## config.mk

```make
export PLATFORM = sky130hd
export DESIGN_NAME = core101_icache
export DESIGN_NICKNAME = d
export VERILOG_FILES = /design/src/rtl/core101_icache.sv
export SDC_FILE = /design/constraint.sdc
export NUM_CORES = 1
export LEC_CHECK = 0
export BUFFER_PORTS_ARGS = -buffer_cell sky130_fd_sc_hd__buf_2
export CAP_MARGIN = 30
export CORE_MARGIN = 8
export CORE_UTILIZATION = 45
export DETAILED_ROUTE_END_ITERATION = 8
export PLACE_DENSITY_LB_ADDON = 0.12
export SYNTH_ARGS = -nofsm -noshare
export SYNTH_HDL_FRONTEND = slang
export SYNTH_SLANG_ARGS = --single-unit
```

## constraint.sdc

```tcl
create_clock -name clock_in -period 9.5 [get_ports clock_in]
set_input_delay 0.475 -clock clock_in [delete_from_list [all_inputs] [get_ports clock_in]]
set_output_delay 0.475 -clock clock_in [all_outputs]
set_load 0.05 [all_outputs]
```

## src/rtl/core101_icache.sv

```systemverilog
// Core101 direct-mapped, one-word-per-line instruction cache with req/ack refill and whole-cache flush.
// Optional hit/miss counters are enabled by defining ICACHE_STATS_EN.
module core101_icache #(
    parameter int unsigned LINES  = 16,
    parameter int unsigned ADDR_W = 32
) (
    input  logic              clock_in,
    input  logic              reset_in,
    input  logic              core_req_in,
    input  logic [ADDR_W-1:0] core_addr_in,
    output logic              core_ready_out,
    output logic              core_valid_out,
    output logic [31:0]       core_data_out,
    input  logic              core_flush_in,
    output logic              mem_req_out,
    output logic [ADDR_W-1:0] mem_addr_out,
    input  logic [31:0]       mem_data_in,
    input  logic              mem_ack_in
`ifdef ICACHE_STATS_EN
    ,
    output logic [31:0]       hit_count_out,
    output logic [31:0]       miss_count_out
`endif
);

    localparam int unsigned IDX_W   = $clog2(LINES);
    localparam int unsigned WADDR_W = ADDR_W - 2;
    localparam int unsigned TAG_W   = ADDR_W - IDX_W - 2;
    localparam int unsigned DATA_W  = 32;

    typedef enum logic [1:0] {
        IDLE,
        REFILL,
        RESP
    } state_t;

    state_t              state_q;
    state_t              state_d;

    logic [LINES-1:0]    valid_q;
    logic [TAG_W-1:0]    tag_q  [LINES];
    logic [DATA_W-1:0]   data_q [LINES];

    logic [WADDR_W-1:0]  waddr_q;
    logic [WADDR_W-1:0]  waddr_d;
    logic [DATA_W-1:0]   fill_data_q;
    logic [DATA_W-1:0]   fill_data_d;
    logic                flushed_q;
    logic                flushed_d;

    logic                core_valid_d;
    logic [DATA_W-1:0]   core_data_d;
    logic                mem_req_d;
    logic [ADDR_W-1:0]   mem_addr_d;

    logic [IDX_W-1:0]    req_idx;
    logic [TAG_W-1:0]    req_tag;
    logic [IDX_W-1:0]    fill_idx;
    logic [TAG_W-1:0]    fill_tag;
    logic                lookup_hit;
    logic                accept;
    logic                fill_we;
    logic                unused_addr_bits;

    // Byte-offset bits of the fetch address carry no information for a word cache.
    assign unused_addr_bits = ^core_addr_in[1:0];

    assign req_idx    = core_addr_in[IDX_W+1:2];
    assign req_tag    = core_addr_in[ADDR_W-1:IDX_W+2];
    assign fill_idx   = waddr_q[IDX_W-1:0];
    assign fill_tag   = waddr_q[WADDR_W-1:IDX_W];
    assign lookup_hit = valid_q[req_idx] && (tag_q[req_idx] == req_tag);

    assign core_ready_out = (state_q == IDLE) && !core_flush_in && !reset_in;
    assign accept         = core_req_in && core_ready_out;
    assign fill_we        = (state_q == REFILL) && mem_ack_in && !reset_in;

    // Next-state and next-output logic.
    always_comb begin
        state_d      = state_q;
        waddr_d      = waddr_q;
        fill_data_d  = fill_data_q;
        flushed_d    = flushed_q;
        core_valid_d = 1'b0;
        core_data_d  = core_data_out;
        mem_req_d    = mem_req_out;
        mem_addr_d   = mem_addr_out;

        case (state_q)
            IDLE: begin
                flushed_d = 1'b0;
                if (accept) begin
                    waddr_d = core_addr_in[ADDR_W-1:2];
                    if (lookup_hit) begin
                        core_valid_d = 1'b1;
                        core_data_d  = data_q[req_idx];
                    end else begin
                        state_d    = REFILL;
                        mem_req_d  = 1'b1;
                        mem_addr_d = {core_addr_in[ADDR_W-1:2], 2'b00};
                    end
                end
            end
            REFILL: begin
                // A flush seen while the refill is outstanding must leave the line invalid.
                if (core_flush_in) begin
                    flushed_d = 1'b1;
                end
                if (mem_ack_in) begin
                    state_d     = RESP;
                    mem_req_d   = 1'b0;
                    fill_data_d = mem_data_in;
                end
            end
            RESP: begin
                state_d      = IDLE;
                core_valid_d = 1'b1;
                core_data_d  = fill_data_q;
            end
            default: begin
                state_d = IDLE;
            end
        endcase
    end

    // State and registered outputs.
    always_ff @(posedge clock_in) begin
        if (reset_in) begin
            state_q        <= IDLE;
            waddr_q        <= '0;
            fill_data_q    <= '0;
            flushed_q      <= 1'b0;
            core_valid_out <= 1'b0;
            core_data_out  <= '0;
            mem_req_out    <= 1'b0;
            mem_addr_out   <= '0;
        end else begin
            state_q        <= state_d;
            waddr_q        <= waddr_d;
            fill_data_q    <= fill_data_d;
            flushed_q      <= flushed_d;
            core_valid_out <= core_valid_d;
            core_data_out  <= core_data_d;
            mem_req_out    <= mem_req_d;
            mem_addr_out   <= mem_addr_d;
        end
    end

    // Valid bits: reset and flush take priority over a completing refill.
    always_ff @(posedge clock_in) begin
        if (reset_in) begin
            valid_q <= '0;
        end else if (core_flush_in) begin
            valid_q <= '0;
        end else if (fill_we && !flushed_q) begin
            valid_q[fill_idx] <= 1'b1;
        end
    end

    // Tag and data arrays carry no reset.
    always_ff @(posedge clock_in) begin
        if (fill_we) begin
            tag_q[fill_idx]  <= fill_tag;
            data_q[fill_idx] <= mem_data_in;
        end
    end

`ifdef ICACHE_STATS_EN
    // Free-running hit/miss counters; only reset clears them.
    always_ff @(posedge clock_in) begin
        if (reset_in) begin
            hit_count_out  <= '0;
            miss_count_out <= '0;
        end else if (accept) begin
            if (lookup_hit) begin
                hit_count_out <= hit_count_out + 32'd1;
            end else begin
                miss_count_out <= miss_count_out + 32'd1;
            end
        end
    end
`endif

endmodule

```

==> results of run 1 <==
==> flip-flops by register name, summed over array words and instances, names as in the netlist <==
signal and flops:
valid_q 16, fill_data_q 32, core_data_out 32, data_q 512
mem_addr_out 30, state_q 2, waddr_q 30, mem_req_out 1
core_valid_out 1, tag_q 416, flushed_q 1
==> power by group <==
group	total [mW]	internal, mW	switching [mW]	leakage, nW
Sequential	5.14	5.12	0.0228	9.05
Clock	4.61	2.79	1.82	1.94
Combinational	0.436	0.173	0.263	4.49
==> worst max path at each step <==
stage                          startpoint          endpoint
after floorplan                  reset_in      data_q[0][0]
after global placement    core_addr_in[2]   mem_addr_out[2]
after detailed placement  core_addr_in[2]   mem_addr_out[6]
after CTS                 core_addr_in[2]  mem_addr_out[19]
after global routing      core_addr_in[2]   mem_addr_out[6]
final                     core_addr_in[2]  mem_addr_out[19]
==> routing by layer <==
layer	global-route usage [%]	share of wire (%)	vias to the layer above
met5	0	0.077	-
met4	4.780	1.9	12
met3	3.507	5.7	151
met2	32.45	49	589
met1	26.63	43	10950
li1	-	-	8875
==> per-stage QoR <==
step | cell area, sq um | utilization [%] | instances | total power, mW | worst slack, ns
2_1_floorplan | 41670 | - | 2129 | 5.532 | 3.790
3_3_place_gp | 43680 | 47.65 | 3362 | 5.674 | 3.872
3_5_place_dp | 43800 | 47.78 | 3367 | 5.684 | 3.804
4_1_cts | 47750 | 52.10 | 3579 | 10.29 | 4.559
5_1_grt | 47770 | 52.12 | 3580 | 10.49 | 4.238
6_report | 47780 | 52.12 | 3581 | 10.19 | 4.751
==> worst max-delay path: stages <==
cell	delay (ns)
buf_8	0.57
buf_12	0.66
mux4_2	0.61
mux4_2	0.52
xor2_1	0.16
nor4_1	0.40
nand4_1	0.38
o21ai_4	0.45
buf_4	0.45
mux2_2	0.39
==> cells in the mapped netlist, types with 18 or more instances <==
cell type | number | area share (%)
a21oi_1 | 81 | 0.97
buf_1 | 18 | 0.16
buf_2 | 30 | 0.36
clkbuf_1 | 57 | 0.51
dfxtp_1 | 145 | 7.0
edfxtp_1 | 928 | 67
mux2_2 | 39 | 1.1
mux2_4 | 29 | 1.0
mux2i_1 | 107 | 2.6
mux4_2 | 249 | 13
nand2_1 | 134 | 1.2
nor2_1 | 72 | 0.65
nor2b_1 | 68 | 1.0
==> cell type report <==
class	instances	area, sq um
inverter	4	17.52
sequential	1073	30770
fill	7255	43890
multi-input combinational	925	10380
antenna	1	2.502
timing repair buffer	180	1166
tap	1186	1484
clock buffer	161	3294
clock inverter	51	659.4
==> cells by family (layout without fill, tap and decap cells) <==
group | count (synthesis) | count (layout)
AOI/OAI and AO/OA | 133 | 133
buffers and inverters | 131 | 396
and+or+nand+nor | 337 | 337
DFF | 1073 | 1073
muxes | 424 | 424
xor gates and xnor gates | 29 | 29
other | 1 | 3
==> flow_summary.toml, run 1 <==
[worst_setup_path]
worstReg2RegStart = "state_q[0]"
worstSetupStartpointType = "input port"
setup.worst_path.end_class = "register"
reg2reg_slack_ns = 4.87
setup.worst_path.class = "input port to register"
worst-path-max-fanout = 98
r2r_end = "data_q[3][19]"
critical_path_required_ns = 10.07
crit_path_arrival_time_ns = 5.32
r2r_cells = 6

[timing]
finalHoldWorstSlack_ns = 0.07786
setup_total_negative_slack_ns = 0
skew_ns = 0.03674
finalSetupViolations = 0
tightest_slew_ns = 0.9960
fin_crit_sh_pct = 49.98
final-hold-violation-count = 0
timing.final.max_slew_violations = 0
final.min_clock_period_ns = 4.749
max-slew-margin-rel_pct = 33.60
clock.fmax_mhz = 210.6
rsz0062_at_grt = "false"

[hold_path]
hold_path.startpoint = "core_addr_in[29]"
timing.hold.worst.class = "input port to register"
holdPathEnd = "waddr_q[27]"
hold-path-cell-count = 3

[yosys]
async_reset_ff_share_pct = 0
seq_area_frac_synth_pct = 73.85
synth_fa_ha_area_share_pct = 0
synth_simple_gate_area_share_pct = 3.841
average_cell_area_after_synthesis_sq_um = 19.58
synthesis.area_sq_mm = 0.04166
synth.distinct_cells = 61
synth_top_family_by_area = "multiplexers"
synth_compound_gate_area_share_pct = 1.988
post_synth_inst_count = 2128
synthXorXnorAreaFrac_pct = 0.6096
postSynthRegisterBits = 1073
yosys-mux-area-fraction_pct = 18.13
synth-warning-count = 0
ys_dominant_reg_cell = "edfxtp_1"
synth-edff-count = 928

[clocking]
cts_bufs_inserted = 112
cts_sinks = 1073
cts-root-buf = "clkbuf_16"
cts_repair_resize_count = 0
clock_latency_ns = 0.70
cts.clk_slew.worst_paths_ns = 0.06
clock_buffer_depth = 3
cts_hold_buffers = 0
cts_tree = "done"
cts_max_level = 3
post_cts.repair.setup_buffers = 0

[route]
drt-total-wl_um = 100600
route.detailed.vias_per_inst = 5.746
detailedRoute.firstIterationViolations = 1805
drc_violation_count_after_routing = 0
wl_per_cell_um = 28.10
ant_nets = 0
num_vias = 20580
drt_pass1_iterations = 5

[power_and_ir_drop]
power.density_mw_per_mm2 = 213.2
peakVddDrop_mv = 0.1468
p_leak_nw = 15.48

[grt]
grt_usage_pct = 19.46
via_count_of_the_first_global_routing_pass = 21410
antenna_violations_before_repair = 9
grt_overflow = 0
grt_start_max_net_pins = 99
global_route_wire_length_before_repair_um = 146500

[die]
core_area_sq_mm = 0.09166
placementRows = 111
die_area_sq_mm = 0.1026
floorplan.die.height_um = 320.3
boundaryPins = 136
initial_utilization_pct = 45.45
die_w_um = 320.3

[status]
outcome = "complete, no violations"

[cells_and_area]
drive_gt1_share_pct = 29.41
commonest_non_fill_non_tap_cell_in_the_layout = "edfxtp_1"
most-common-layout-cells = "928 x edfxtp_1, 249 x mux4_2, 145 x dfxtp_1"
area_growth_syn_to_layout_pct = 14.67
finalNetCount = 2365

[place]
place_congestion = 0.7150
dp_hpwl_um = 52180
port-buffer-count = 131

[run]
timing.max_cap.violations = 0
Power figures use the tool's default switching activity.
==> inputs of run 2 (changes only) <==
==> constraint.sdc (replaced) <==
create_clock -name clock_in -period 4.7 [get_ports clock_in]
set_input_delay 0.235 -clock clock_in [delete_from_list [all_inputs] [get_ports clock_in]]
set_output_delay 0.235 -clock clock_in [all_outputs]
set_load 0.05 [all_outputs]
==> flow_summary.toml, run 2 (synthesis results as in run 1) <==
[grt]
antenna_violations_before_repair = 5
grt_start_max_net_pins = 62
grt_overflow = 0
via_count_of_the_first_global_routing_pass = 21810
grt_usage_pct = 19.59
global_route_wire_length_before_repair_um = 148900

[cells_and_area]
fillerInstances = 7297
most-common-layout-cells = "928 x edfxtp_1, 249 x mux4_2, 145 x dfxtp_1"
drive_gt1_share_pct = 28.66
area_growth_syn_to_layout_pct = 16.27
commonest_non_fill_non_tap_cell_in_the_layout = "edfxtp_1"
finalNetCount = 2449
top_regs = "data_q x512, tag_q x416"
finish.utilization_pct = 52.85
largest-register = "data_q"
largest_register_ffs = 512
layout.cells.non_filler = 3665

[worst_setup_path]
critical_path_required_ns = 5.24
worst-path-max-fanout = 18
r2r_cells = 9
slowest_delay_ns = 0.71
worstPathBufferInverterCount = 1
critical-path-slowest-cell = "or4_1"
worstReg2RegStart = "tag_q[14][14]"
reg2reg_slack_ns = 1.03
setup.worst_path.class = "register to register"
critical_path.endpoint = "core_data_out[22]"
worst_setup_path_startpoint = "tag_q[14][14]"
setup.worst_path.end_class = "register"
r2r_end = "core_data_out[22]"
worstSetupStartpointType = "register"
crit_path_arrival_time_ns = 4.21
path_delay_family = "multiplexers"
crit_path_depth = 9
timing.critical_path.cells = "mux4_2 -> mux2_2 -> a22oi_1 -> xor2_1 -> o2111ai_1 -> or4_1 -> o31a_2 -> buf_4 -> mux2_4"

[clocking]
clock_latency_ns = 0.66
cts_bufs_inserted = 111
cts_tree = "done"
cts.clk_slew.worst_paths_ns = 0.06
cts-root-buf = "clkbuf_16"
cts_max_level = 3
cts_sinks = 1073
clock_buffer_depth = 3

[route]
drc_violation_count_after_routing = 0
drt_pass1_iterations = 5
wl_per_cell_um = 27.65
ant_nets = 0
detailedRoute.firstIterationViolations = 1897
route.detailed.vias_per_inst = 5.682
drt-total-wl_um = 101300
num_vias = 20820

[timing]
setup_total_negative_slack_ns = 0
skew_ns = 0.02846
clock.fmax_mhz = 272.4
timing.final.max_slew_violations = 0
final-hold-violation-count = 0
rsz0062_at_grt = "false"
max-slew-margin-rel_pct = 33.40
final.min_clock_period_ns = 3.672
finalSetupViolations = 0
tightest_slew_ns = 0.9990
fin_crit_sh_pct = 78.12

[place]
place.detailed.instances = 3391
port-buffer-count = 131
place_congestion = 0.7319
dp_hpwl_um = 54050

[die]
core_area_sq_mm = 0.09166
die_area_sq_mm = 0.1026
boundaryPins = 136
die_w_um = 320.3
initial_utilization_pct = 45.45
floorplan.die.height_um = 320.3
placementRows = 111

[power_and_ir_drop]
total_power_mw = 20.16
p_leak_nw = 15.72
peakVddDrop_mv = 0.2848
power.density_mw_per_mm2 = 416.2

[run]
timing.max_cap.violations = 0

[status]
outcome = "complete, no violations"

[hold_path]
timing.hold.worst.class = "input port to register"
-- run 2: cell type report --
| class | instances | area [sq um] | share of cell area [%] |
|---|---|---|---|
| Timing Repair Buffer | 265 | 2047 | 4.226 |
| Clock inverter | 47 | 518.0 | 1.069 |
| Inverter | 4 | 17.52 | 0.03616 |
| Multi-Input combinational cell | 925 | 10400 | 21.47 |
| Clock buffer | 163 | 3199 | 6.605 |
| Antenna cell | 2 | 5.005 | 0.01033 |
| Sequential cell | 1073 | 30770 | 63.52 |
| Tap cell | 1186 | 1484 | 3.063 |
-- run 2: power breakdown --
group | total [mW] | internal, mW | switching [mW]
sequential | 10.4 | 10.3 | 0.0476
clock | 8.83 | 5.30 | 3.53
combinational | 0.936 | 0.392 | 0.544
total | 20.2 | 16.0 | 4.12
-- run 2: how the worst min path moves through the flow --
| stage | startpoint | endpoint | slack (ns) | cells past startpoint |
|---|---|---|---|---|
| 2_1_floorplan | mem_data_in[0] | data_q[0][0] | 0.33 | 0 |
| 3_3_place_gp | fill_data_q[14] | fill_data_q[14] | 0.44 | 2 |
| 3_5_place_dp | fill_data_q[4] | fill_data_q[4] | 0.45 | 2 |
| 4_1_cts | core_addr_in[3] | waddr_q[1] | 0.05 | 3 |
| 5_1_grt | core_addr_in[3] | waddr_q[1] | 0.11 | 3 |
| 6_report | core_addr_in[3] | waddr_q[1] | 0.13 | 3 |
-- run 2: worst reg2reg max path, stage by stage, from the launching register on --
cell       delay (ns)
edfxtp_1         0.37
mux4_2           0.46
mux2_2           0.28
a22oi_1          0.33
xor2_1           0.18
o2111ai_1        0.11
or4_1            0.71
o31a_2           0.44
buf_4            0.29
mux2_4           0.38
-- run 2: routing by layer --
metal | routed length, um | vias to the layer above | global-route usage, %
met5 | 23 | - | 0
met4 | 1660 | 4 | 4.449
met3 | 5398 | 112 | 3.211
met2 | 50890 | 573 | 33.35
met1 | 43380 | 11090 | 26.54
li1 | - | 9046 | -
-- run 2: what timing repair did --
action,CTS,global route
endpoints found under the setup margin,0,0
endpoints found under the hold margin,601,0
resized for setup,0,0
hold buffers,61,0
buffers inserted,0,0
-- run 2: through the flow --
| step | setup slack (ns) | instance area (sq um) | hold WS [ns] |
|---|---|---|---|
| after floorplan | 0.6480 | 41690 | 0.3339 |
| after global placement | 0.4377 | 44090 | 0.4406 |
| after detailed placement | 0.4385 | 44090 | 0.4458 |
| after CTS | 1.005 | 48420 | 0.05294 |
| after global routing | 0.8983 | 48440 | 0.1123 |
| final | 1.028 | 48440 | 0.1338 |
==> inputs of run 3 (changes only) <==
==> constraint.sdc (replaced) <==
create_clock -name clock_in -period 3.78 [get_ports clock_in]
set_input_delay 0.189 -clock clock_in [delete_from_list [all_inputs] [get_ports clock_in]]
set_output_delay 0.189 -clock clock_in [all_outputs]
set_load 0.05 [all_outputs]
==> flow_summary.toml, run 3 (synthesis results as in run 1) <==
[timing]
final.min_clock_period_ns = 3.542
finalSetupViolations = 0
tightest_slew_ns = 0.8033
timing.final.max_slew_violations = 0
final-hold-violation-count = 0
max-slew-margin-rel_pct = 46.38
fin_crit_sh_pct = 93.70
skew_ns = 0.02746
setup_slack_ns = 0.2380
rsz0062_at_grt = "false"
clock.fmax_mhz = 282.3
setup_total_negative_slack_ns = 0

[place]
detailedPlace.worstSlack_ns = -0.04729
port-buffer-count = 131
dpl_cell_area_sq_mm = 0.04437
dp_hpwl_um = 53210
place_congestion = 0.7369

[cells_and_area]
sequential_cell_area_sq_mm = 0.03077
fillerInstances = 7221
finalNetCount = 2461
commonest_non_fill_non_tap_cell_in_the_layout = "edfxtp_1"
drive_gt1_share_pct = 29.43
top_regs = "data_q x512, tag_q x416"
post_route_cell_area_sq_mm = 0.04878
most-common-layout-cells = "928 x edfxtp_1, 249 x mux4_2, 145 x dfxtp_1"
multi_input_area_sq_mm = 0.01040
largest_register_ffs = 512
largest-register = "data_q"
area_growth_syn_to_layout_pct = 17.09

[clocking]
cts-root-buf = "clkbuf_16"
cts_sinks = 1073
clock_buffer_depth = 3
cts_max_level = 3
post_cts.repair.setup_buffers = 0
clock_latency_ns = 0.68
cts_tree = "done"
cts_bufs_inserted = 109
cts.clk_slew.worst_paths_ns = 0.06

[die]
initial_utilization_pct = 45.45
placementRows = 111
boundaryPins = 136
floorplan.die.height_um = 320.3
die_w_um = 320.3
core_area_sq_mm = 0.09166
die_area_sq_mm = 0.1026

[route]
detailedRoute.firstIterationViolations = 1897
drc_violation_count_after_routing = 0
route.detailed.vias_per_inst = 5.711
wl_per_cell_um = 27.61
ant_nets = 0
drt-total-wl_um = 101500
num_vias = 20990
drt_pass1_iterations = 5

[grt]
via_count_of_the_first_global_routing_pass = 22120
global_route_wire_length_before_repair_um = 149500
antenna_violations_before_repair = 3
grt_overflow = 0
grt_usage_pct = 19.65
grt_start_max_net_pins = 115

[worst_setup_path]
setup.worst_path.class = "register to register"
worst-path-max-fanout = 23
critical_path_required_ns = 4.33
crit_path_arrival_time_ns = 4.10
worstSetupStartpointType = "register"
setup.worst_path.end_class = "register"

[hold_path]
timing.hold.worst.class = "input port to register"

[power_and_ir_drop]
power.density_mw_per_mm2 = 518.7
peakVddDrop_mv = 0.3292
p_leak_nw = 15.88

[run]
timing.max_cap.violations = 0

[status]
outcome = "complete, no violations"
==> run 3: cell count changes in the layout (fill, tap and decap cells not counted), moves of 2 or more <==
cell and delta:
clkbuf_1 -15, buf_12 +14, clkinv_2 +9, bufinv_16 +6, clkbuf_8 -6, clkbuf_16 -5, clkinvlp_4 +4, buf_4 -2
dlygate4sd3_1 +2, inv_16 +2
==> run 3: worst paths after layout <==
check        slack, ns  depth (start not counted)             from           endpoint
max               0.24                          9     tag_q[7][14]  core_data_out[20]
min               0.09                          4  core_addr_in[3]         waddr_q[1]
max reg2reg       0.24                          9     tag_q[7][14]  core_data_out[20]
min reg2reg       0.45                          2  fill_data_q[11]    fill_data_q[11]
==> run 3: repair_timing <==
action | 4_1_cts | 5_1_grt
resized for setup | 0 | 0
hold buffers | 63 | 0
hold endpoints to repair | 602 | 0
==> run 3: worst max-delay path, cell delays in order, from the launching register on <==
cell       delay (ns)
edfxtp_1         0.37
mux4_2           0.47
mux2_2           0.27
a22oi_1          0.27
xor2_1           0.21
o2111ai_1        0.14
or4_1            0.67
o31a_2           0.45
buf_12           0.21
mux2_4           0.32
==> run 3: cell type report <==
cell class,count,area share (%)
Sequential cell,1073,63.07
Inverter,4,0.03591
Clock buffer,137,6.017
Antenna cell,2,0.01026
Clock inverter,69,1.724
Tap cell,1186,3.042
Timing Repair Buffer,279,4.781
Multi-Input combinational cell,925,21.32
==> run 3: metal layers <==
layer  track usage (%)  routed length, um  up-vias
li1                  -                  -     9068
met1             27.15              43930    11180
met2             32.76              50110      595
met3             2.764               5164      141
met4             5.471               2228        2
met5                 0                 13        -
==> run 3: power breakdown <==
group          internal, mW  switching [mW]
registers              12.9          0.0591
clock network          6.68            4.52
logic                 0.504           0.678
==> run 3: per-stage QoR <==
step,hold slack [ns],total power [mW],std cells,util [%]
3_3_place_gp,0.4407,14.30,3404,48.41
3_5_place_dp,0.4456,14.32,3404,48.41
6_report,0.08874,25.31,3675,53.22
5_1_grt,0.07364,26.07,3673,53.22
4_1_cts,0.03654,25.56,3673,53.22
2_1_floorplan,0.2879,13.90,2129,-
